## config.mk

```make
export PLATFORM = sky130hd
export DESIGN_NAME = rate_mult_gen
export DESIGN_NICKNAME = d
export VERILOG_FILES = /design/src/rtl/rate_mult_pkg.sv /design/src/rtl/rate_mult_chan.sv /design/src/rtl/rate_mult_gen.sv
export SDC_FILE = /design/constraint.sdc
export NUM_CORES = 1
export LEC_CHECK = 0
export CORE_ASPECT_RATIO = 1.4
export CORE_MARGIN = 2
export CORE_UTILIZATION = 55
export DETAILED_ROUTE_END_ITERATION = 7
export DONT_BUFFER_PORTS = 1
export GPL_TIMING_DRIVEN = 0
export PLACE_DENSITY = 0.7
export SYNTH_ARGS = -nofsm -noshare
export SYNTH_HDL_FRONTEND = slang
export SYNTH_SLANG_ARGS = --single-unit
```

## constraint.sdc

```tcl
create_clock -name clk -period 2.4 [get_ports clk]
set_input_delay 0.6 -clock clk [delete_from_list [all_inputs] [get_ports clk]]
set_output_delay 0.6 -clock clk [all_outputs]
set_load 0.05 [all_outputs]
```

## src/rtl/rate_mult_pkg.sv

```systemverilog
// Shared types, constants and the binary-rate select function for rate_mult_gen.
// The RATE_MULT_PULSE_CNT_EN macro (see rate_mult_chan) enables per-channel pulse counting.
package rate_mult_pkg;

    localparam int unsigned MAX_WIDTH = 32;

    typedef logic [MAX_WIDTH-1:0] rate_vec_t;

    localparam rate_vec_t CNT_ALL_ONES = {MAX_WIDTH{1'b1}};

    // Pulse when the lowest set bit of c is j and rate bit WIDTH-1-j is set.
    // Counter values with lowest set bit j occur 2^(w-1-j) times per period, so the period total equals r.
    function automatic logic sel_f(input rate_vec_t c, input rate_vec_t r, input int unsigned w);
        logic hit;
        logic found;
        hit   = 1'b0;
        found = 1'b0;
        for (int unsigned j = 0; j < MAX_WIDTH; j++) begin
            if (!found && (j < w) && c[j]) begin
                hit   = r[5'(w - 32'd1 - j)];
                found = 1'b1;
            end else begin
                hit   = hit;
                found = found;
            end
        end
        return hit;
    endfunction

endpackage

```

## src/rtl/rate_mult_chan.sv

```systemverilog
// One rate channel: double-buffered rate, select and registered pulse.
// Optional accumulator of pulses per period when RATE_MULT_PULSE_CNT_EN is defined.
module rate_mult_chan
    import rate_mult_pkg::*;
#(
    parameter int unsigned WIDTH = 8
) (
    input  logic             clk,
    input  logic             rst_n,
    input  logic             en_i,
    input  logic             clr_i,
    input  logic             force_i,
    input  logic [WIDTH-1:0] rate_in_i,
    input  logic             rate_ld_i,
    input  logic             rate_pend_i,
    input  logic             wrap_i,
    input  logic [WIDTH-1:0] cnt_i,
    output logic             pulse_o,
    output logic [WIDTH:0]   pulse_cnt_o
);

    logic [WIDTH-1:0] act_q, act_d;
    logic [WIDTH-1:0] pend_q, pend_d;
    logic             pulse_q, pulse_d;
    logic             sel_s;

    assign sel_s = sel_f(rate_vec_t'(cnt_i), rate_vec_t'(act_q), WIDTH);

    // Rate buffering and next pulse; a load coinciding with clr or wrap bypasses the pending buffer.
    always_comb begin
        act_d   = act_q;
        pend_d  = pend_q;
        pulse_d = 1'b0;
        if (rate_ld_i) begin
            pend_d = rate_in_i;
        end else begin
            pend_d = pend_q;
        end
        if (clr_i || wrap_i) begin
            if (rate_ld_i) begin
                act_d = rate_in_i;
            end else if (rate_pend_i) begin
                act_d = pend_q;
            end else begin
                act_d = act_q;
            end
        end else begin
            act_d = act_q;
        end
        if (clr_i) begin
            pulse_d = 1'b0;
        end else if (en_i) begin
            pulse_d = sel_s | force_i;
        end else begin
            pulse_d = 1'b0;
        end
    end

    // Channel state registers.
    always_ff @(posedge clk or negedge rst_n) begin
        if (!rst_n) begin
            act_q   <= {WIDTH{1'b0}};
            pend_q  <= {WIDTH{1'b0}};
            pulse_q <= 1'b0;
        end else begin
            act_q   <= act_d;
            pend_q  <= pend_d;
            pulse_q <= pulse_d;
        end
    end

    assign pulse_o = pulse_q;

`ifdef RATE_MULT_PULSE_CNT_EN
    localparam logic [WIDTH:0] ACC_MAX = {(WIDTH+1){1'b1}};

    logic [WIDTH:0] acc_q, acc_d;
    logic [WIDTH:0] pcnt_q, pcnt_d;
    logic [WIDTH:0] total_s;

    // Count pulses as they are registered so the wrap-edge pulse lands in the closing period.
    always_comb begin
        acc_d  = acc_q;
        pcnt_d = pcnt_q;
        if (pulse_d && (acc_q != ACC_MAX)) begin
            total_s = acc_q + {{WIDTH{1'b0}}, 1'b1};
        end else begin
            total_s = acc_q;
        end
        if (clr_i) begin
            acc_d  = {(WIDTH+1){1'b0}};
            pcnt_d = pcnt_q;
        end else if (wrap_i) begin
            acc_d  = {(WIDTH+1){1'b0}};
            pcnt_d = total_s;
        end else begin
            acc_d  = total_s;
            pcnt_d = pcnt_q;
        end
    end

    // Accumulator and published per-period count.
    always_ff @(posedge clk or negedge rst_n) begin
        if (!rst_n) begin
            acc_q  <= {(WIDTH+1){1'b0}};
            pcnt_q <= {(WIDTH+1){1'b0}};
        end else begin
            acc_q  <= acc_d;
            pcnt_q <= pcnt_d;
        end
    end

    assign pulse_cnt_o = pcnt_q;
`else
    assign pulse_cnt_o = {(WIDTH+1){1'b0}};
`endif

endmodule

```

## src/rtl/rate_mult_gen.sv

```systemverilog
// Multi-channel binary rate multiplier sharing one free-running counter.
// Define RATE_MULT_PULSE_CNT_EN to publish per-channel pulse totals per period.
module rate_mult_gen
    import rate_mult_pkg::*;
#(
    parameter int unsigned WIDTH  = 8,
    parameter int unsigned NUM_CH = 2
) (
    input  logic                        clk,
    input  logic                        rst_n,
    input  logic                        en_i,
    input  logic                        clr_i,
    input  logic [NUM_CH-1:0]           force_i,
    input  logic [NUM_CH*WIDTH-1:0]     rate_in_i,
    input  logic                        rate_ld_i,
    output logic                        rate_pend_o,
    output logic [WIDTH-1:0]            cnt_o,
    output logic                        tc_o,
    output logic [NUM_CH-1:0]           pulse_out_o,
    output logic [NUM_CH*(WIDTH+1)-1:0] pulse_cnt_o
);

    localparam logic [WIDTH-1:0] CNT_MAX = CNT_ALL_ONES[WIDTH-1:0];

    logic [WIDTH-1:0] cnt_q, cnt_d;
    logic             tc_q, tc_d;
    logic             pend_q, pend_d;
    logic             wrap_s;

    assign wrap_s = en_i & ~clr_i & (cnt_q == CNT_MAX);

    // Counter, terminal count and pending flag next state.
    always_comb begin
        cnt_d  = cnt_q;
        tc_d   = 1'b0;
        pend_d = pend_q;
        if (clr_i) begin
            cnt_d = {WIDTH{1'b0}};
            tc_d  = 1'b0;
        end else if (en_i) begin
            cnt_d = cnt_q + {{(WIDTH-1){1'b0}}, 1'b1};
            tc_d  = (cnt_q == CNT_MAX);
        end else begin
            cnt_d = cnt_q;
            tc_d  = 1'b0;
        end
        if (clr_i || wrap_s) begin
            pend_d = 1'b0;
        end else if (rate_ld_i) begin
            pend_d = 1'b1;
        end else begin
            pend_d = pend_q;
        end
    end

    // Shared state registers.
    always_ff @(posedge clk or negedge rst_n) begin
        if (!rst_n) begin
            cnt_q  <= {WIDTH{1'b0}};
            tc_q   <= 1'b0;
            pend_q <= 1'b0;
        end else begin
            cnt_q  <= cnt_d;
            tc_q   <= tc_d;
            pend_q <= pend_d;
        end
    end

    assign cnt_o       = cnt_q;
    assign tc_o        = tc_q;
    assign rate_pend_o = pend_q;

    for (genvar k = 0; k < NUM_CH; k++) begin : g_chan
        rate_mult_chan #(
            .WIDTH (WIDTH)
        ) u_chan (
            .clk         (clk),
            .rst_n       (rst_n),
            .en_i        (en_i),
            .clr_i       (clr_i),
            .force_i     (force_i[k]),
            .rate_in_i   (rate_in_i[k*WIDTH +: WIDTH]),
            .rate_ld_i   (rate_ld_i),
            .rate_pend_i (pend_q),
            .wrap_i      (wrap_s),
            .cnt_i       (cnt_q),
            .pulse_o     (pulse_out_o[k]),
            .pulse_cnt_o (pulse_cnt_o[k*(WIDTH+1) +: (WIDTH+1)])
        );
    end

endmodule

```

-- Word level (Yosys, flattened, before mapping)
Cells that the tools add are included.
- output and inout bits: 30
- register bits after elaboration: 44
- bits of input ports: 23
- bitwise logic cells: 5
- eq/ne operators: 1
- $add $sub $neg: 1
- reduce and logical (&&, ||, !) cells: 19
- mux-type cells: 37
- operator list (kind ; count):
    two-way mux 8 bit ; 6
    two-way mux 1 bit ; 31
    adder 8 x 1 -> 8 bit (second input constant) ; 1
    == test 8 bit (second input constant) ; 1
    logical AND 1 bit ; 7
    logical NOT 1 bit ; 7
    nonzero test 2 bit ; 3
    bitwise AND 1 bit ; 2
    OR 1 bit ; 2
    AND reduction 2 bit ; 1
    logical OR 1 bit ; 1
    NOT 1 bit ; 1

-- Logic depth before layout (Yosys ltp)
Gate-level depths: netlist of run 1.
- depth after elaboration: 25
- depth in mapped cells: 7
- mapped depth without buffers: 6

-- Hierarchy
Synthesis of run 1 repeated with hierarchy kept, for this count alone.
- cells, all modules: 164
- area total of the unflattened synthesis: 2099.5 µm²
- by module, submodules not included (module ; times used ; cells an instance ; area each (µm²) ; seq. area each (µm²)):
    rate_mult_chan ; 2 ; 60 ; 817.0 ; 425.4
    rate_mult_gen ; 1 ; 44 ; 465.4 ; 250.2

-- Worst setup path before layout of run 1
OpenSTA, ideal clock, no wires.
- path kind: register to register
- from: reg cnt_q[0] (netlist: cnt_o[0])
- to: reg g_chan[0].u_chan.act_q[6]
- data arrival time: 1.909 ns
- slack: 0.366 ns
- setup time: 0.125 ns
- stages on the path, launching flop included: 7
- buffers on the path: 1
- data required time: 2.275 ns
- cells stage by stage: dfrtp_1 -> ha_1 -> and3_4 -> a31oi_4 -> nor2_8 -> buf_12 -> mux2_4
- longest elaborated chain between the ends: 4
- ends and longest elaborated chain (element ; RTL line ; text):
    start, declared ; rate_mult_gen.sv:25 ; logic [WIDTH-1:0] cnt_q, cnt_d;
    start signal, assigned ; rate_mult_gen.sv:59 ; cnt_q <= {WIDTH{1'b0}};
    start signal, assigned ; rate_mult_gen.sv:63 ; cnt_q <= cnt_d;
    == test 8 bit ; rate_mult_gen.sv:30 ; assign wrap_s = en_i & ~clr_i & (cnt_q == CNT_MAX);
    bitwise AND 1 bit ; rate_mult_gen.sv:30 ;
    logical OR 1 bit ; rate_mult_chan.sv:39 ; if (clr_i || wrap_i) begin
    AND reduction 2 bit (no line) ; - ;
    end signal, assigned ; rate_mult_chan.sv:62 ; act_q <= {WIDTH{1'b0}};
    end signal, assigned ; rate_mult_chan.sv:66 ; act_q <= act_d;
    end, declared ; rate_mult_chan.sv:22 ; logic [WIDTH-1:0] act_q, act_d;
No other way between the ends.
A chain may end at the register's enable or synchronous reset.

-- Worst setup path in the final report of run 1
- from: reg cnt_q[0] (netlist: cnt_o[0])
- to: reg g_chan[1].u_chan.pulse_q
- longest elaborated chain between the ends: 25
- elaborated cells on any way between the ends: 32
- classes of those cells: mux (17); bitwise (1); reduce/logical (14)
- ends and longest elaborated chain (element ; RTL line ; text):
    two-way mux 1 bit ; rate_mult_pkg.sv:19 ; if (!found && (j < w) && c[j]) begin
    logical NOT 1 bit ; rate_mult_pkg.sv:19 ;
    logical AND 1 bit ; rate_mult_pkg.sv:19 ;
    two-way mux 1 bit ; rate_mult_pkg.sv:19 ;
    logical NOT 1 bit ; rate_mult_pkg.sv:19 ;
    logical AND 1 bit ; rate_mult_pkg.sv:19 ;
    two-way mux 1 bit ; rate_mult_pkg.sv:19 ;
    logical NOT 1 bit ; rate_mult_pkg.sv:19 ;
    (+10 left out) ; - ;
    two-way mux 1 bit ; rate_mult_pkg.sv:19 ;
    logical NOT 1 bit ; rate_mult_pkg.sv:19 ;
    logical AND 1 bit ; rate_mult_pkg.sv:19 ;
    two-way mux 1 bit * ; rate_mult_pkg.sv:19 ;
    OR 1 bit * ; rate_mult_chan.sv:53 ; pulse_d = sel_s | force_i;
    two-way mux 1 bit * ; rate_mult_chan.sv:52 ; end else if (en_i) begin
    two-way mux 1 bit * ; rate_mult_chan.sv:50 ; if (clr_i) begin
    via g_chan[1].u_chan.pulse_d ; rate_mult_chan.sv:24 ; logic pulse_q, pulse_d;
    end signal, assigned ; rate_mult_chan.sv:68 ; pulse_q <= pulse_d;
    end, declared ; rate_mult_chan.sv:24 ;
The timed path passes the listed nets; every way through them passes the cells marked *.

==> reports/qor.csv, run 1 <==
metric,value,unit
placed_cells,246,
area_growth_syn_to_layout,11.20,%
reg2reg_slack,0.12,ns
syn_area_per_cell,12.25,sq um
max_stage_delay,0.64,ns
die_area,0.004681,sq mm
fmax,0.4389,GHz
tns,0,ns
wl_per_cell,16.76,microns
detail-route-antenna-nets,0,
cp.required,2.55,ns
die_y,80.16,microns
first_global_vias,1447,
end_kind,flop,
synth_most_common_cell,dfrtp_1,
grt_max_degree,45,
finalHoldViolCount,0,
fill_cells,317,
hp-class,in -> async,
fin_nets,237,
r2r_end,g_chan[1].u_chan.pulse_o,
cp_top_family,flip-flops,
wl,4274,microns
antennaDiodeCount,0,
path_class,reg -> reg,
critPathMaxFanout,9,
die_w,58.40,microns
core,0.003953,sq mm
clk_pin_slew,0.08,ns
dp_hpwl,3166,microns
post_cts_buffers,0,
cts_tree,done,
cp.arrival,2.43,ns
cts_sinks,44,
timing.hold.ws,0.1302,ns
grt_pass1_wl,7058,microns
worst-slew-pin-transition,0.7183,ns
postLayoutCoreUtil,64.10,%
r2r-start,cnt_o[0],
crit_buf_inv,2,
clock_latency,0.30,ns
rows,27,
synth_top_flop_cell,dfrtp_1,
slowest_stage,dfrtp_1,
first_pass_iters,4,
async_flop_share,100.0,%
synth_top_area_share,48.33,%
htree_levels,2,
relSlewSlack,52.11,%
yosysTopAreaCell,dfrtp_1,
rr_worst_depth,7,
vdd_drop_max,0.0006149,V
max_cap_viol_count,0,
num_io_pins,53,
finalCriticalPeriod,2.278,ns
grt_antenna_before_repair,0,
p_leak,1.143,nW
min_period_over_period,94.93,%
cts_root_buf,clkbuf_8,
synth-seq-area-share,48.33,%
drv_slew,0,
rsz0062_at_grt,no,
ys_ff_latch,44,
power,0.001771,W
drc,0,
viasPerCell,5.443,
initial_core_util,57.64,%
grt_overflow,0,
synthTopCellsByCount,"dfrtp_1 (44), mux2_2 (22), buf_4 (20), nand2_1 (14), mux2_4 (10)",
ys_types,43,
vias,1388,
crit_chain,inv_1 -> ha_1 -> clkbuf_1 -> nor4b_1 -> o211ai_1 -> nand4_1 -> o21ai_0,
fin_cells,255,
cts_buffers,5,
grtUsageTotal,20.30,%
start_kind,flop,
syn-cell-area,0.002278,sq mm
syn_inst,186,
place_congestion,0.9861,
synth_edf_count,0,
fin_skew,0.007383,ns
drt_iter0_drc,44,
synth.area.top_cells,"dfrtp_1 (48%), mux2_2 (11%), buf_4 (6.6%)",
layout-drive-gt1-share,36.32,%
clock_path_buffers,2,
ys_warn_count,0,
finalSetupViolCount,0,
status,finished clean,
power_density,699.2,mW/mm^2
io_buffers,0,
[through the flow]
stage                     cell area (sq um)  worst slack (ns)
after detailed placement               2396            0.1739
after global routing                   2534          0.007879
after floorplan                        2342            0.3660
after CTS                              2527            0.1436
after global placement                 2396            0.2184
final                                  2534            0.1216
[state kept, by name, summed over array words and instances (netlist names)]
register / flops
g_chan.u_chan.act_q: 16
g_chan.u_chan.pend_q: 16
cnt_o: 8
g_chan.u_chan.pulse_o: 2
rate_pend_o: 1
tc_o: 1
[what timing repair did]
| item | in CTS | in global routing |
|---|---|---|
| hold buffers | 1 | 0 |
| endpoints found under the setup margin | 0 | 2 |
| resized for setup | 0 | 1 |
| hold endpoints to repair | 44 | 0 |
[area by class of cell]
| type | instances | area, sq um | share of cell area [%] |
|---|---|---|---|
| flip-flops and latches | 44 | 1101 | 43.46 |
| multi-input cells | 127 | 994.7 | 39.26 |
| plain buffers | 30 | 245.2 | 9.679 |
| clock buffers | 5 | 68.82 | 2.716 |
| well taps | 43 | 53.80 | 2.123 |
| clock inverters | 3 | 42.54 | 1.679 |
| repair buffers | 1 | 20.02 | 0.7901 |
| inverters | 2 | 7.507 | 0.2963 |
[where the power goes]
part           total [W]  internal (W)  switching, W
clock           0.000561      0.000308      0.000254
sequential      0.000895      0.000827     0.0000675
combinational   0.000315      0.000152      0.000164
total            0.00177       0.00129      0.000485
[worst max-delay path by stage]
stage / start / end / slack (ns) / cells past startpoint
2_1_floorplan: cnt_o[0] / g_chan[0].u_chan.act_q[6] / 0.37 / 6
3_3_place_gp: cnt_o[0] / g_chan[0].u_chan.act_q[7] / 0.22 / 6
3_5_place_dp: cnt_o[0] / g_chan[1].u_chan.pulse_o / 0.17 / 7
4_1_cts: cnt_o[0] / g_chan[1].u_chan.pulse_o / 0.14 / 7
5_1_grt: cnt_o[0] / g_chan[1].u_chan.pulse_o / 0.008 / 7
6_report: cnt_o[0] / g_chan[1].u_chan.pulse_o / 0.12 / 7
[cells in the final DEF, fill, tap and decap left out, drive strengths merged, types with 3 or more instances in the layout]
cell,Yosys,layout
conb,1,18
mux2,32,32
o21ai,6,6
ha,3,3
a21oi,4,4
nand4b,3,3
dfrtp,44,44
buf,25,26
nor2,9,9
clkbuf,5,10
xor2,4,4
nand2,14,14
and3,4,4
nand4,4,4
[logic make-up after synthesis]
kind of cell,synth area share (%)
AO/OA/AOI/OAI,5.931
XOR/XNOR,1.922
adder cells (fa/ha/maj),1.648
buffers and inverters,11.09
flip-flops,48.33
multiplexers,17.90
other,0.1646
AND/OR/NAND/NOR,13.02
[routing by layer]
| metal | GRT usage (%) | wire (microns) |
|---|---|---|
| met4 | 8.372 | 83 |
| met1 | 24.16 | 1667 |
| met3 | 6.119 | 217 |
| met2 | 33.60 | 2305 |
| met5 | 0 | 0 |
Note: power is estimated with default switching activity, not from simulation.
==> inputs of run 2 (changes only) <==
--- a/config.mk
+++ b/config.mk
@@ -12,6 +12,7 @@
 export DONT_BUFFER_PORTS = 1
 export GPL_TIMING_DRIVEN = 0
 export PLACE_DENSITY = 0.7
+export REMOVE_ABC_BUFFERS = 1
 export SYNTH_ARGS = -nofsm -noshare
 export SYNTH_HDL_FRONTEND = slang
 export SYNTH_SLANG_ARGS = --single-unit
==> run 2 against run 1 <==
  * Register-to-register slack better by 0.02 ns
  * Non-clock buffer count is 30 lower
  * Routed wire length is 8.5% lower
  * Die area stayed put
  * Largest power group unchanged
  * Cell count is 12% lower
  * Count of clock-buffer cells in the layout is 3 higher
  * Sequential share of layout area is 5.2 points higher
  * Clock skew is 0.0031 ns lower
  * Combinational power is 18% lower
  * Clock power is 17% lower
  * Highest routed layer unchanged
  * Worst hold slack better by 0.016 ns
  * Via count is 6.0% lower
==> reports/qor.csv, run 2 (synthesis results as in run 1) <==
metric,value,unit
max_stage_delay,0.76,ns
cp.arrival,2.44,ns
r2r_end,g_chan[0].u_chan.act_q[4],
cts_root_buf,clkbuf_8,
rsz0062_at_grt,no,
rr_worst_depth,5,
wl_per_cell,17.37,microns
finalCriticalPeriod,2.260,ns
clk_pin_slew,0.08,ns
p_leak,0.9701,nW
htree_levels,2,
reg2reg_slack,0.14,ns
wl,3909,microns
rows,27,
drc,0,
post_dp_cell_area,0.002151,sq mm
drv_slew,0,
die_w,58.40,microns
power_density,719.4,mW/mm^2
max_cap_viol_count,0,
grt_max_degree,45,
fmax,0.4425,GHz
tns,0,ns
fin_area,0.002261,sq mm
place_congestion,0.8383,
drt_iter0_drc,40,
grt_pass1_wl,6520,microns
critPathMaxFanout,16,
clock_latency,0.29,ns
start_kind,flop,
dpl_worst_slack,0.1061,ns
timing.hold.ws,0.1458,ns
crit_cells,5,
cts_tree,done,
grt_antenna_before_repair,0,
area_growth_syn_to_layout,-0.7687,%
first_pass_iters,4,
crit_buf_inv,0,
cp-startpoint,cnt_o[0],
crit_end,g_chan[0].u_chan.act_q[4],
vdd_drop_max,0.0005920,V
cts_buffers,5,
dp_hpwl,2817,microns
vias,1305,
core,0.003953,sq mm
worst-slew-pin-transition,0.8661,ns
clock_path_buffers,2,
relSlewSlack,42.26,%
slowest_stage,dfrtp_1,
cp_top_family,flip-flops,
cts_sinks,44,
fin_skew,0.004271,ns
num_io_pins,53,
r2r-start,cnt_o[0],
fin_nets,207,
finalHoldViolCount,0,
path_class,reg -> reg,
post_cts_buffers,0,
min_period_over_period,94.16,%
cp.required,2.58,ns
grtUsageTotal,18.55,%
die_y,80.16,microns
io_buffers,0,
worst_slack,0.1402,ns
layout-drive-gt1-share,25.27,%
postLayoutCoreUtil,57.20,%
end_kind,flop,
viasPerCell,5.800,
first_global_vias,1374,
final_common_cell,dfrtp_1,
detail-route-antenna-nets,0,
antennaDiodeCount,0,
die_area,0.004681,sq mm
hp-class,in -> async,
layout_common_cells,"dfrtp_1 (44), mux2_2 (22), conb_1 (18)",
grt_overflow,0,
crit_chain,ha_1 -> and3_4 -> a31oi_4 -> nor2_8 -> mux2_2,
initial_core_util,57.64,%
status,finished clean,
finalSetupViolCount,0,
-- run 2: report_power, final --
group	switching, W	internal [W]	leakage, nW	total, W
Combinational	0.000138	0.000120	0.386	0.000258
Clock	0.000230	0.000235	0.0455	0.000465
Sequential	0.0000761	0.000827	0.538	0.000904
-- run 2: per-stage QoR --
stage                     cells  power, W
after floorplan             173  0.001118
after global placement      216  0.001148
after detailed placement    216  0.001161
after CTS                   225  0.001644
after global routing        225  0.001701
final                       225  0.001627
-- run 2: worst min-delay path by stage --
stage	end	slack, ns	cells after the start
floorplan	cnt_o[0]	0.30	0
global placement	g_chan[1].u_chan.pend_q[7]	0.31	0
detailed placement	cnt_o[3]	0.31	0
CTS	cnt_o[2]	0.15	1
global route	g_chan[1].u_chan.act_q[6]	0.15	1
finish	g_chan[1].u_chan.act_q[7]	0.15	1
-- run 2: final cells by class --
cell class,instances,area [sq um]
fillers,326,1692
flip-flops and latches,44,1101
multi-input cells,127,988.4
clock buffers,8,90.09
well taps,43,53.80
repair buffers,1,20.02
inverters,2,7.507
-- run 2: metal layers --
metal | global-route usage [%] | vias to the layer above | wire length, microns
met2 | 31.12 | 51 | 2045
met3 | 5.153 | 12 | 245
met5 | 0 | - | 0
met1 | 21.30 | 646 | 1494
met4 | 9.070 | 0 | 123
li1 | - | 596 | -
-- run 2: worst reg2reg max path, stage by stage (launching register included) --
cell and delay [ns]:
dfrtp_1 0.76, ha_1 0.30, and3_4 0.23, a31oi_4 0.12, nor2_8 0.35, mux2_2 0.39
-- run 2: timing repair --
action | CTS | global route
hold buffers | 1 | 0
resized for setup | 0 | 0
endpoints found under the hold margin | 44 | 0
==> inputs of run 3 (changes only) <==
--- a/config.mk
+++ b/config.mk
@@ -8,9 +8,9 @@
 export CORE_ASPECT_RATIO = 1.4
 export CORE_MARGIN = 2
 export CORE_UTILIZATION = 55
+export CTS_CLUSTER_DIAMETER = 30
 export DETAILED_ROUTE_END_ITERATION = 7
 export DONT_BUFFER_PORTS = 1
-export GPL_TIMING_DRIVEN = 0
 export PLACE_DENSITY = 0.7
 export REMOVE_ABC_BUFFERS = 1
 export SYNTH_ARGS = -nofsm -noshare
==> constraint.sdc (replaced) <==
create_clock -name clk -period 2.4 [get_ports clk]
set_input_delay 0.36 -clock clk [delete_from_list [all_inputs] [get_ports clk]]
set_output_delay 0.36 -clock clk [all_outputs]
set_load 0.05 [all_outputs]
==> run 3 against run 2 <==
  * Sequential power fell by 2.7%
  * Fmax rose by 19%
  * Routed wire length fell by 3.2%
  * Critical path depth rose by 2
  * Count of clock-buffer cells in the layout fell by 2
  * Power fell by 1.8%
  * Cell count rose by 4.4%
  * Worst setup slack improved by 0.35 ns
  * Sequential cell count did not move
  * Final area rose by 3.2%
  * Combinational power rose by 12%
  * Worst hold slack got worse by 0.020 ns
  * Critical path type unchanged
  * Critical endpoint is now g_chan[0].u_chan.pulse_o
  * Largest cell class unchanged
  * Highest routed layer unchanged
==> reports/qor.csv, run 3 (synthesis results as in run 1) <==
metric,value,unit
start_kind,flop,
antennaDiodeCount,0,
clk_pin_slew,0.08,ns
fin_skew,0.004782,ns
fill_cells,335,
hp-class,in -> reg,
vdd_drop_max,0.0006125,V
finalCriticalPeriod,1.906,ns
htree_levels,2,
met3WireLength,201,microns
initial_core_util,57.64,%
die_area,0.004681,sq mm
place_congestion,0.7992,
status,finished clean,
cts_sinks,44,
finalSetupViolCount,0,
grt_overflow,0,
fin_area,0.002333,sq mm
power_density,684.1,mW/mm^2
drv_slew,0,
end_kind,flop,
min_period_over_period,79.43,%
fin_cells,235,
drt_iter0_drc,65,
crit_chain,buf_4 -> inv_1 -> ha_1 -> nor4b_1 -> o211ai_1 -> o2111ai_1 -> o21ai_0,
num_io_pins,53,
met2WireLength,1915,microns
drc,0,
die_w,58.40,microns
cts_buffers,5,
layout_common_cells,"dfrtp_1 (44), mux2_2 (22), conb_1 (18)",
dp_hpwl,2722,microns
tns,0,ns
io_buffers,0,
fmax,0.5246,GHz
relSlewSlack,67.24,%
path_class,reg -> reg,
grt_antenna_before_repair,0,
clock_latency,0.28,ns
cts_tree,done,
area_growth_syn_to_layout,2.416,%
slowest_stage,dfrtp_1,
first_global_vias,1416,
first_pass_iters,4,
fin_nets,218,
viasPerCell,5.672,
cts_root_buf,clkbuf_8,
cp.arrival,2.07,ns
grtUsageTotal,17.85,%
p_leak,1.024,nW
final_common_cell,dfrtp_1,
wl,3784,microns
wl_met1,1585,microns
layout-drive-gt1-share,29.17,%
vias,1333,
core,0.003953,sq mm
worst-slew-pin-transition,0.4869,ns
finalHoldViolCount,0,
die_y,80.16,microns
critPathMaxFanout,9,
rsz0062_at_grt,no,
clock_path_buffers,2,
rows,27,
wl_per_cell,16.10,microns
placed_cells,226,
cp.required,2.56,ns
post_dp_cell_area,0.002226,sq mm
grt_pass1_wl,6354,microns
detail-route-antenna-nets,0,
top_layer,met4,
grt_max_degree,45,
max_stage_delay,0.39,ns
max_cap_viol_count,0,
-- run 3: worst max-delay path: cells and delay by family, from the launching register on --
family,cells,cell delay (ns)
adders and majority gates,1,0.31
buffers and inverters,2,0.31
DFF,1,0.39
AOI/OAI and AO/OA,3,0.39
and+or+nand+nor,1,0.39
-- run 3: worst paths after layout --
check	cells past startpoint	from	slack [ns]	end
max	7	cnt_o[0]	0.49	g_chan[0].u_chan.pulse_o
min	1	clr_i	0.13	cnt_o[7]
max reg2reg	7	cnt_o[0]	0.49	g_chan[0].u_chan.pulse_o
min reg2reg	1	g_chan[0].u_chan.pend_q[5]	0.50	g_chan[0].u_chan.pend_q[5]
max in group asynchronous	2	rst_n	1.64	g_chan[1].u_chan.pend_q[0]
min in group asynchronous	2	rst_n	0.55	cnt_o[2]
-- run 3: what timing repair did --
item,in CTS,in global routing
hold buffers,2,0
buffers inserted,0,0
gates resized for setup,0,0
hold endpoints to repair,44,0
-- run 3: through the flow --
stage	hold WS [ns]	power (W)	setup WS [ns]	util [%]
detailed placement	0.06570	0.001167	0.5154	56.32
finish	0.1260	0.001596	0.4936	59.04
CTS	0.1170	0.001615	0.5049	59.04
global placement	0.06558	0.001156	0.6539	56.32
global route	0.1146	0.001672	0.3667	59.04
floorplan	0.06441	0.001118	0.3384	-
-- run 3: report_power, final --
group / internal, W / switching (W) / leakage (nW)
logic: 0.000127 / 0.000162 / 0.444
clock network: 0.000198 / 0.000229 / 0.0410
registers: 0.000828 / 0.0000521 / 0.538
total: 0.00115 / 0.000443 / 1.02
-- run 3: layer usage --
layer  track usage [%]  up-vias
met2             29.66       42
met3             4.670        6
met1             20.93      664
li1                  -      621
met5                 0        -
met4             8.837        0
-- run 3: area by class of cell --
type	count	area, sq um	area share [%]
inverters	2	7.507	0.3217
clock inverters	1	5.005	0.2145
clock buffers	6	72.57	3.110
multi-input cells	127	988.4	42.36
well taps	43	53.80	2.306
flip-flops and latches	44	1101	47.19
repair buffers	12	105.1	4.504
